===== config.mk =====
export PLATFORM = sky130hd
export DESIGN_NAME = oric_tape_decoder
export DESIGN_NICKNAME = d
export VERILOG_FILES = /design/src/rtl/oric_tape_decoder.sv
export SDC_FILE = /design/constraint.sdc
export NUM_CORES = 1
export LEC_CHECK = 0
export CELL_PAD_IN_SITES_DETAIL_PLACEMENT = 1
export CELL_PAD_IN_SITES_GLOBAL_PLACEMENT = 2
export CORE_ASPECT_RATIO = 0.7
export CORE_MARGIN = 3
export CORE_UTILIZATION = 41
export DETAILED_ROUTE_END_ITERATION = 10
export HOLD_SLACK_MARGIN = 0.02
export PLACE_DENSITY_LB_ADDON = 0.15
export SYNTH_ARGS = -nofsm -noshare
export SYNTH_HDL_FRONTEND = slang
export SYNTH_SLANG_ARGS = --single-unit

===== constraint.sdc =====
create_clock -name clk_sys -period 3.5 [get_ports clk_sys]
set_input_delay 0.875 -clock clk_sys [delete_from_list [all_inputs] [get_ports clk_sys]]
set_output_delay 0.875 -clock clk_sys [all_outputs]
set_load 0.005 [all_outputs]

===== src/rtl/oric_tape_decoder.sv =====
// oric_tape_decoder: receive side of the Oric cassette interface.
// Measures the time between rising edges of the core's K7_TAPEOUT level,
// turns each period into a bit (short = 1, long = 0), and frames fast-mode
// bytes: 8+ sync ones, start 0, 8 data bits LSB first, odd parity, stop 1.
// Completed bytes sit in a one-entry valid/ready holding register.
//
// Ports:
//   clk_sys         system clock
//   reset_n         asynchronous active-low reset
//   tape_out        cassette level from the core (asynchronous)
//   enable          0 forces IDLE and clears the timing counters
//   byte_data       received byte              (qualified by byte_valid)
//   byte_parity_err parity failed for byte_data (qualified by byte_valid)
//   byte_valid      holding register full
//   byte_ready      consumer accepts on byte_valid & byte_ready
//   overrun         1-cycle pulse: completed byte dropped, register full
//   frame_err       1-cycle pulse: stop bit read as 0
//   carrier         high while ARMED / DATA / PARITY / STOP
module oric_tape_decoder #(
  parameter int US_DIV    = 24,
  parameter int MIN_US    = 100,
  parameter int THRESH_US = 312,
  parameter int MAX_US    = 600,
  parameter int SYNC_ONES = 8
) (
  input  logic       clk_sys,
  input  logic       reset_n,
  input  logic       tape_out,
  input  logic       enable,
  output logic [7:0] byte_data,
  output logic       byte_parity_err,
  output logic       byte_valid,
  input  logic       byte_ready,
  output logic       overrun,
  output logic       frame_err,
  output logic       carrier
);

  localparam int PW = (US_DIV > 1) ? $clog2(US_DIV) : 1;
  localparam int OW = $clog2(SYNC_ONES + 1);
  localparam logic [PW-1:0] PRESC_LAST = PW'(US_DIV - 1);
  localparam logic [9:0]    MIN_P      = 10'(MIN_US);
  localparam logic [9:0]    THRESH_P   = 10'(THRESH_US);
  localparam logic [9:0]    MAX_P      = 10'(MAX_US);
  localparam logic [OW-1:0] ONES_LAST  = OW'(SYNC_ONES - 1);

  typedef enum logic [2:0] {IDLE, ARMED, DATA, PARITY, STOP} state_t;

  logic [1:0]    sync_q;
  logic          dly_q;
  logic [PW-1:0] presc_q;
  logic [9:0]    per_q;
  state_t        state_q;
  logic [OW-1:0] ones_q;
  logic [2:0]    idx_q;
  logic [7:0]    shift_q;
  logic          par_q;
  logic [7:0]    data_q;
  logic          perr_q, valid_q, overrun_q, ferr_q, carrier_q;

  logic rise, us_tick, edge_ok, bit_ev, bit1, tmo;

  always_comb begin
    rise    = sync_q[1] & ~dly_q;
    us_tick = (presc_q == PRESC_LAST);
    // Edges closer than MIN_US to the last accepted edge are glitches and
    // leave the period counter running.
    edge_ok = rise && (per_q >= MIN_P);
    bit_ev  = edge_ok && (per_q < MAX_P);
    bit1    = (per_q < THRESH_P);
    // Loss of carrier: a too-long period, or the counter reaching MAX_US
    // with no accepted edge this cycle.
    tmo     = (edge_ok && (per_q >= MAX_P)) ||
              (!edge_ok && us_tick && (per_q == MAX_P - 10'd1));
  end

  // Synchronizer, edge detect delay, microsecond prescaler, period counter.
  always_ff @(posedge clk_sys or negedge reset_n) begin
    if (!reset_n) begin
      sync_q  <= '0;
      dly_q   <= 1'b0;
      presc_q <= '0;
      per_q   <= '0;
    end else begin
      sync_q <= {sync_q[0], tape_out};
      dly_q  <= sync_q[1];
      if (!enable || edge_ok) begin
        presc_q <= '0;
        per_q   <= '0;
      end else if (us_tick) begin
        presc_q <= '0;
        if (per_q != 10'h3FF) per_q <= per_q + 10'd1;
      end else begin
        presc_q <= presc_q + PW'(1);
      end
    end
  end

  // Framing FSM with registered outputs and holding register.
  always_ff @(posedge clk_sys or negedge reset_n) begin
    if (!reset_n) begin
      state_q   <= IDLE;
      ones_q    <= '0;
      idx_q     <= '0;
      shift_q   <= '0;
      par_q     <= 1'b0;
      data_q    <= '0;
      perr_q    <= 1'b0;
      valid_q   <= 1'b0;
      overrun_q <= 1'b0;
      ferr_q    <= 1'b0;
      carrier_q <= 1'b0;
    end else begin
      overrun_q <= 1'b0;
      ferr_q    <= 1'b0;
      // A load in STOP below overrides this drop.
      if (valid_q && byte_ready) valid_q <= 1'b0;
      if (!enable || tmo) begin
        state_q   <= IDLE;
        ones_q    <= '0;
        idx_q     <= '0;
        carrier_q <= 1'b0;
      end else if (bit_ev) begin
        case (state_q)
          IDLE: begin
            if (!bit1) begin
              ones_q <= '0;
            end else if (ones_q == ONES_LAST) begin
              ones_q    <= '0;
              state_q   <= ARMED;
              carrier_q <= 1'b1;
            end else begin
              ones_q <= ones_q + OW'(1);
            end
          end
          ARMED: begin
            if (!bit1) begin
              state_q <= DATA;
              idx_q   <= '0;
            end
          end
          DATA: begin
            shift_q[idx_q] <= bit1;
            idx_q          <= idx_q + 3'd1;
            if (idx_q == 3'd7) state_q <= PARITY;
          end
          PARITY: begin
            par_q   <= bit1;
            state_q <= STOP;
          end
          STOP: begin
            if (bit1) begin
              state_q <= ARMED;
              if (!valid_q || byte_ready) begin
                data_q  <= shift_q;
                perr_q  <= ~(^shift_q ^ par_q);
                valid_q <= 1'b1;
              end else begin
                overrun_q <= 1'b1;
              end
            end else begin
              ferr_q    <= 1'b1;
              state_q   <= IDLE;
              carrier_q <= 1'b0;
            end
          end
          default: state_q <= IDLE;
        endcase
      end
    end
  end

  assign byte_data       = data_q;
  assign byte_parity_err = perr_q;
  assign byte_valid      = valid_q;
  assign overrun         = overrun_q;
  assign frame_err       = ferr_q;
  assign carrier         = carrier_q;

endmodule


Word level (Yosys, flattened, before mapping)
Cells that the tools add are included.
Word-level totals
  bits in registers: 50
  input port bits: 5
  output and inout bits: 13
Operators by class
  add/sub/neg operators: 4
  $lt $le $gt $ge: 6
  equal/unequal tests: 14
  multiplexer cells: 46
  bitwise operators: 5
  reductions and logical operators: 30
Operator list (number)
  2-to-1 mux 10 bit: 3
  2-to-1 mux 3 bit: 9
  2-to-1 mux 1 bit: 22
  2-to-1 mux 4 bit: 5
  != test 3 bit, second input constant: 5
  case mux 3 bit (5 select lines): 1
  AND reduction 5 bit: 3
  adder 10 x 1 -> 10 bit, second input constant: 1
  equality test 10 bit, second input constant: 1
  greater-or-equal comparator 10 bit, second input constant: 1
  greater-or-equal comparator 10 x 7 -> 1 bit, second input constant: 1
  less-than comparator 10 bit, second input constant: 1
  less-than comparator 10 x 9 -> 1 bit, second input constant: 1
  2-to-1 mux 5 bit: 2
  != test 10 bit, second input constant: 1
  AND reduction 3 bit: 3
  bitwise mux 8 bit: 1
  nonzero test 2 bit: 4
  parity 8 bit: 1
  logical AND 1 bit: 7
  equality test 3 x 2 -> 1 bit, second input constant: 2
  equality test 3 bit, second input constant: 2
  case mux 3 bit (2 select lines): 1
  nonzero test 3 bit: 2
  17 further kinds: 25

Depth between registers and ports, before layout
Gate-level depths: netlist of run 1.
  word-level depth: 10
  gate-level depth with buffers: 7

Least setup slack after synthesis of run 1
Ideal clock, no wire load.
  path kind: register to register
  start: reg per_q[8]
  end: reg par_q
  arrival time: 1.899 ns
  required time: 3.373 ns
  path slack: 1.473 ns
  stages on the path, launching flop included: 6
  cell sequence: dfrtp_1 -> or2_2 -> o41ai_2 -> o32a_1 -> nand4b_1 -> mux2_1
Between the ends
  cells in the longest elaborated chain, start to end: 9
  elaborated cells on any way between the ends: 15
Ends and longest elaborated chain
  from (decl): line 52  | logic [9:0] per_q;
  from (signal assigned): line 92  | if (per_q != 10'h3FF) per_q <= per_q + 10'd1;
  greater-or-equal comparator 10 x 7 -> 1 bit: line 68  | edge_ok = rise && (per_q >= MIN_P);
  logical AND 1 bit: line 68
  logical NOT 1 bit: line 74  | (!edge_ok && us_tick && (per_q == MAX_P - 10'd1));
  logical AND 1 bit (2 in a row): line 74
  logical OR 1 bit: line 73  | tmo = (edge_ok && (per_q >= MAX_P)) ||
  logical OR 1 bit: line 118  | if (!enable || tmo) begin
  NOT 1 bit (no line)
  AND reduction 3 bit (no line)
  to (signal assigned): line 148  | par_q <= bit1;
  to (decl): line 57  | logic par_q;
Parallel ways exist; a longest one is shown, timed or not.
A chain may end at the register's enable or synchronous reset.

Worst setup path in the final report of run 1
  start: in enable
  end: reg par_q
Between the ends
  cells in the longest elaborated chain, start to end: 4
Ends and longest elaborated chain
  from (decl): line 29  | input logic enable,
  logical NOT 1 bit: line 118
  logical OR 1 bit: line 118
  NOT 1 bit (no line)
  AND reduction 3 bit (no line)
Every way passes these cells.

==> impl_metrics.yaml, run 1 <==
synthesis:
  synth_nets: 262
  ys_types: 46
  syn_area_um2: 2620
  ys_seq_area_share_pct: 47.8
  synth_ff_type: "dfrtp_1"
  ys_ff_latch: 50
  synthCells: 251
  async_flop_share_pct: 100
  synth-edff-count: 0
  yosysWarnings: 0
  synth_area_per_cell_um2: 10.4
sta:
  fin_skew_ps: 7.13
  holdWs_ps: 363
  drv_slew: 0
  rsz0062_at_grt: "no"
  post-route-period-util_pct: 71.2
  hold_viol: 0
  tightest_slew_ps: 786
  timing.fmax_ghz: 0.401
  slew_headroom_pct: 47.6
  fin_ws_ps: 1010
  setup-tns-final_ps: 0
  setup_violations: 0
  period_needed_ps: 2490
route:
  routed_via_density: 5.55
  routedWlPerCell_um: 16.7
  vias: 1894
  ant_nets: 0
  routed_wl_um: 5690
  first_pass_iters: 4
  drt-initial-drc-count: 68
  drc: 0
floorplanning:
  die_w_um: 101
  die-area_um2: 7390
  start_util_pct: 43.9
  fp-row-count: 23
  fp.dieH_um: 72.8
  fp.coreArea_um2: 5960
  pin_count: 18
setup_path:
  r2r_cells: 5
  crit_type: "primary input to flip-flop"
  r2r_slack_ps: 1060
  crit_fanout: 13
  crit_path_start_kind: "primary input"
  worstSetupEndpointType: "flip-flop"
  arrival_ps: 2690
  crit_required_ps: 3700
placed_design:
  port_buffers: 17
  hpwl_um: 4100
  dpl.cell_count: 333
  detailedPlace.worstSlack_ps: 673
  gp_congestion: 0.818
global_route:
  grt_pass1_vias: 1918
  grt_pass1_wl_um: 9660
  grt_usage_pct: 16.8
  antenna_found_initial: 0
  grt_max_degree: 36
  grt.overflow.total: 0
power:
  p_seq_share_pct: 58.9
  combPwrFrac_pct: 3.5
  p_int_w: 0.000757
  switchingPower_w: 0.000237
  p_leak_nw: 1.30
  power_density_nw_per_um2: 337
  vdd_ir_drop_max_v: 0.000186
  pwr-share-clk_pct: 37.5
  swShare_pct: 23.8
finish:
  nNetsFinal: 276
  synthToLayoutAreaGrowth_pct: 12.7
  drive_above_1_share_pct: 15.0
  instances_no_fill: 341
  n_antenna_cell: 0
clock_tree:
  cts_root_buffer: "clkbuf_8"
  clkLatencyLatePin_ps: 310
  post_cts_buffers: 0
  cts_tree: "built"
  postCtsHoldBufs: 0
  max-clock-path-buffers: 2
  cts_buffers: 5
  h-tree-depth: 2
  clkSlewWorstSetupHoldPaths_ps: 90
  cts_sinks: 50
  cts_resized: 0
flow_run:
  drv_cap: 0
min_path:
  hp-class: "flip-flop to flip-flop"
  hold_depth: 0
outcome:
  status: "completed"
[power groups by stage]
stage | Clock (W) | Sequential (W) | Combinational, W
6_report | 0.000373 | 0.000586 | 0.0000351
5_1_grt | 0.000410 | 0.000587 | 0.0000399
4_1_cts | 0.000385 | 0.000586 | 0.0000365
3_5_place_dp | 0 | 0.000598 | 0.0000364
3_3_place_gp | 0 | 0.000597 | 0.0000358
2_1_floorplan | 0 | 0.000597 | 0.0000137
[state kept, by name (all words and copies together), names as in the netlist]
signal           cells
per_q               10
byte_data            8
shift_q              8
presc_q              5
ones_q               4
idx_q                3
state_q              3
sync_q               2
byte_parity_err      1
byte_valid           1
carrier              1
dly_q                1
frame_err            1
overrun              1
par_q                1
[layout by cell type, fill, tap and decap left out, drive strengths merged, types with 8 or more instances in the layout]
master          n
dfrtp          50
nor2           22
nand2          18
mux2           18
clkdlybuf4s50  16
a21oi          14
xnor2          13
nand3           9
nand4b          8
[routing by layer]
layer | wire [um] | track usage (%)
met3 | 188 | 3.63
met5 | 0 | 0
met4 | 72 | 5.31
met2 | 2280 | 24.0
met1 | 3150 | 25.4
[worst paths after layout]
check | start | to
min | sync_q[0] | sync_q[1]
max | enable | par_q
max in group asynchronous | reset_n | par_q
min reg2reg | sync_q[0] | sync_q[1]
min in group asynchronous | reset_n | presc_q[0]
max reg2reg | per_q[9] | par_q
[cell usage after synthesis, drive strengths merged (2+ instances only)]
cell	number	area share, %
nand2	18	2.6
nor2b	4	0.96
nand3	9	1.7
buf	4	0.67
clkbuf	10	1.5
or3	5	1.2
ha	6	2.9
nor3	7	1.8
o21ai	6	1.1
nor2	22	3.2
inv	5	0.72
mux2	18	7.7
nor4	3	0.72
nand3b	3	0.86
a21o	2	0.57
nand4b	8	2.7
or2	2	0.48
xnor2	13	4.4
xor2	5	1.7
nand4	7	2.2
a311oi	2	0.67
and2	2	0.48
and3	4	0.96
a21oi	14	2.7
nand2b	7	1.7
dfrtp	50	48
[critical path, cell delays in order]
cell and delay (ps):
clkdlybuf4s50_1 520, inv_1 50, a221o_1 480, o32a_1 260, nand4b_1 180, mux2_1 320
[cells by family (layout without fill, tap and decap cells)]
logic type / count (synthesis) / count (layout) / share of synthesized area [%]
buf+inv: 19 / 34 / 2.87
simple gates: 103 / 103 / 22.1
mux: 19 / 19 / 8.13
xor+xnor: 18 / 18 / 6.03
fa+ha+maj: 6 / 6 / 2.87
compound gates: 36 / 36 / 10.1
flops: 50 / 50 / 47.8
[cell type report]
class                           instances  area, um2
Inverter                                5       18.8
Fill cell                             658       3010
Sequential cell                        50       1250
Timing Repair Buffer                   21        195
Clock buffer                            6       82.6
Tap cell                               75       93.8
Multi-Input combinational cell        182       1290
Clock inverter                          2       17.5
[metrics by stage]
step | util, % | cell area, um2 | total power, W
after floorplan | - | 2620 | 0.000610
after global placement | 47.8 | 2850 | 0.000633
after detailed placement | 47.8 | 2850 | 0.000634
after CTS | 49.5 | 2950 | 0.00101
after global routing | 49.5 | 2950 | 0.00104
final | 49.5 | 2950 | 0.000994
No activity file was read; power rests on OpenSTA's default activity.
==> run 2: changes to the inputs <==
- CORE_UTILIZATION: 41 -> 38
- clock period: 3.5 -> 2.5 ns (I/O delays scaled with it)
==> impl_metrics.yaml, run 2 (synthesis results as in run 1) <==
global_route:
  antenna_found_initial: 0
  grt_pass1_vias: 1906
  grt_pass1_wl_um: 9610
  grt_max_degree: 27
  grt.overflow.total: 0
  grt_usage_pct: 15.4
clock_tree:
  clkLatencyLatePin_ps: 310
  postCtsHoldBufs: 0
  clkSlewWorstSetupHoldPaths_ps: 100
  cts_sinks: 50
  post_cts_buffers: 0
  cts_buffers: 5
  cts_tree: "built"
  cts_root_buffer: "clkbuf_8"
  max-clock-path-buffers: 2
  cts_resized: 0
  h-tree-depth: 2
setup_path:
  critical_path.startpoint: "per_q[8]"
  arrival_ps: 2490
  path_delay_family: "compound AO/OA/AOI/OAI gates"
  crit_fanout: 8
  r2r_slack_ps: 220
  rr_endpoint: "shift_q[5]"
  crit_path_start_kind: "flip-flop"
  critPathSlowestCell: "o41ai_2"
  crit_required_ps: 2710
  cp_cell_sequence: "or2_2, o41ai_2, nor3_4, buf_4, nand4_1, mux2_2"
  cp_num_buf_inv: 1
  crit_type: "flip-flop to flip-flop"
  crit_path_max_incr_delay_ps: 630
  r2r_cells: 6
  worstSetupEndpointType: "flip-flop"
  timing.rr.start: "per_q[8]"
min_path:
  hp-class: "primary input to asynchronous set/reset pin"
route:
  vias: 1914
  drt-initial-drc-count: 66
  routed_via_density: 5.29
  routedWlPerCell_um: 15.6
  first_pass_iters: 4
  drc: 0
  ant_nets: 0
  routed_wl_um: 5640
finish:
  multi_input_area_um2: 1290
  n_antenna_cell: 0
  layout.cells.most_common: "dfrtp_1"
  fill_cells: 726
  seq_area_um2: 1250
  drive_above_1_share_pct: 16.6
  fin_util_pct: 47.0
  nNetsFinal: 281
  layout_common_cells: "dfrtp_1 (50), nor2_1 (22), nand2_1 (18)"
  largest_register_ffs: 10
  largest_register: "per_q"
  synthToLayoutAreaGrowth_pct: 15.9
sta:
  drv_slew: 0
  tightest_slew_ps: 596
  setup-tns-final_ps: 0
  setup_violations: 0
  post-route-period-util_pct: 91.3
  rsz0062_at_grt: "no"
  fin_skew_ps: 12.9
  hold_viol: 0
  fin_ws_ps: 217
  period_needed_ps: 2280
  timing.fmax_ghz: 0.438
  slew_headroom_pct: 59.8
floorplanning:
  pin_count: 18
  fp.dieH_um: 75.4
  fp.coreArea_um2: 6460
  die_w_um: 105
  start_util_pct: 40.5
  die-area_um2: 7930
  fp-row-count: 24
outcome:
  status: "completed"
power:
  p_leak_nw: 1.33
  power_density_nw_per_um2: 483
  vdd_ir_drop_max_v: 0.000198
placed_design:
  gp_congestion: 0.781
  port_buffers: 17
  hpwl_um: 4100
  detailedPlace.worstSlack_ps: 217
flow_run:
  drv_cap: 0
## run 2: area by class of cell
class,count,area share (%)
inverters,5,0.619
flip-flops and latches,50,41.3
well taps,91,3.76
clock buffers,5,2.27
multi-input cells,182,42.6
repair buffers,26,8.09
clock inverters,3,1.44
## run 2: routing by layer
layer	GRT usage, %	vias to the layer above	part of all wire [%]
li1	-	931	-
met1	22.3	952	56
met2	23.7	24	40
met3	2.96	7	3.0
met4	5.24	0	1.4
met5	0	-	0
## run 2: power breakdown
part | internal, W | switching [W] | total [W]
sequential | 0.000815 | 0.00000526 | 0.000821
clock | 0.000300 | 0.000289 | 0.000590
combinational | 0.0000197 | 0.0000329 | 0.0000526
total | 0.00114 | 0.000327 | 0.00146
## run 2: how the worst max path moves through the flow
stage / endpoint / slack (ps) / cells past startpoint
floorplan: par_q / 470 / 5
finish: shift_q[5] / 220 / 6
global route: shift_q[4] / 110 / 6
global placement: par_q / 250 / 6
CTS: shift_q[1] / 210 / 6
detailed placement: par_q / 220 / 6
## run 2: through the flow
stage	cell area (um2)	power (W)	hold slack (ps)	instances
3_3_place_gp	2920	0.000890	333	354
5_1_grt	3030	0.00153	257	362
2_1_floorplan	2620	0.000855	329	251
3_5_place_dp	2920	0.000892	338	354
4_1_cts	3030	0.00149	249	362
6_report	3030	0.00146	236	362
## run 2: worst reg2reg max path: cells and delay by family, from the launching register on
family / cells / cell delay [ps]
and+or+nand+nor: 3 / 560
buffers and inverters: 1 / 190
muxes: 1 / 340
DFF: 1 / 470
AOI/OAI and AO/OA: 1 / 630
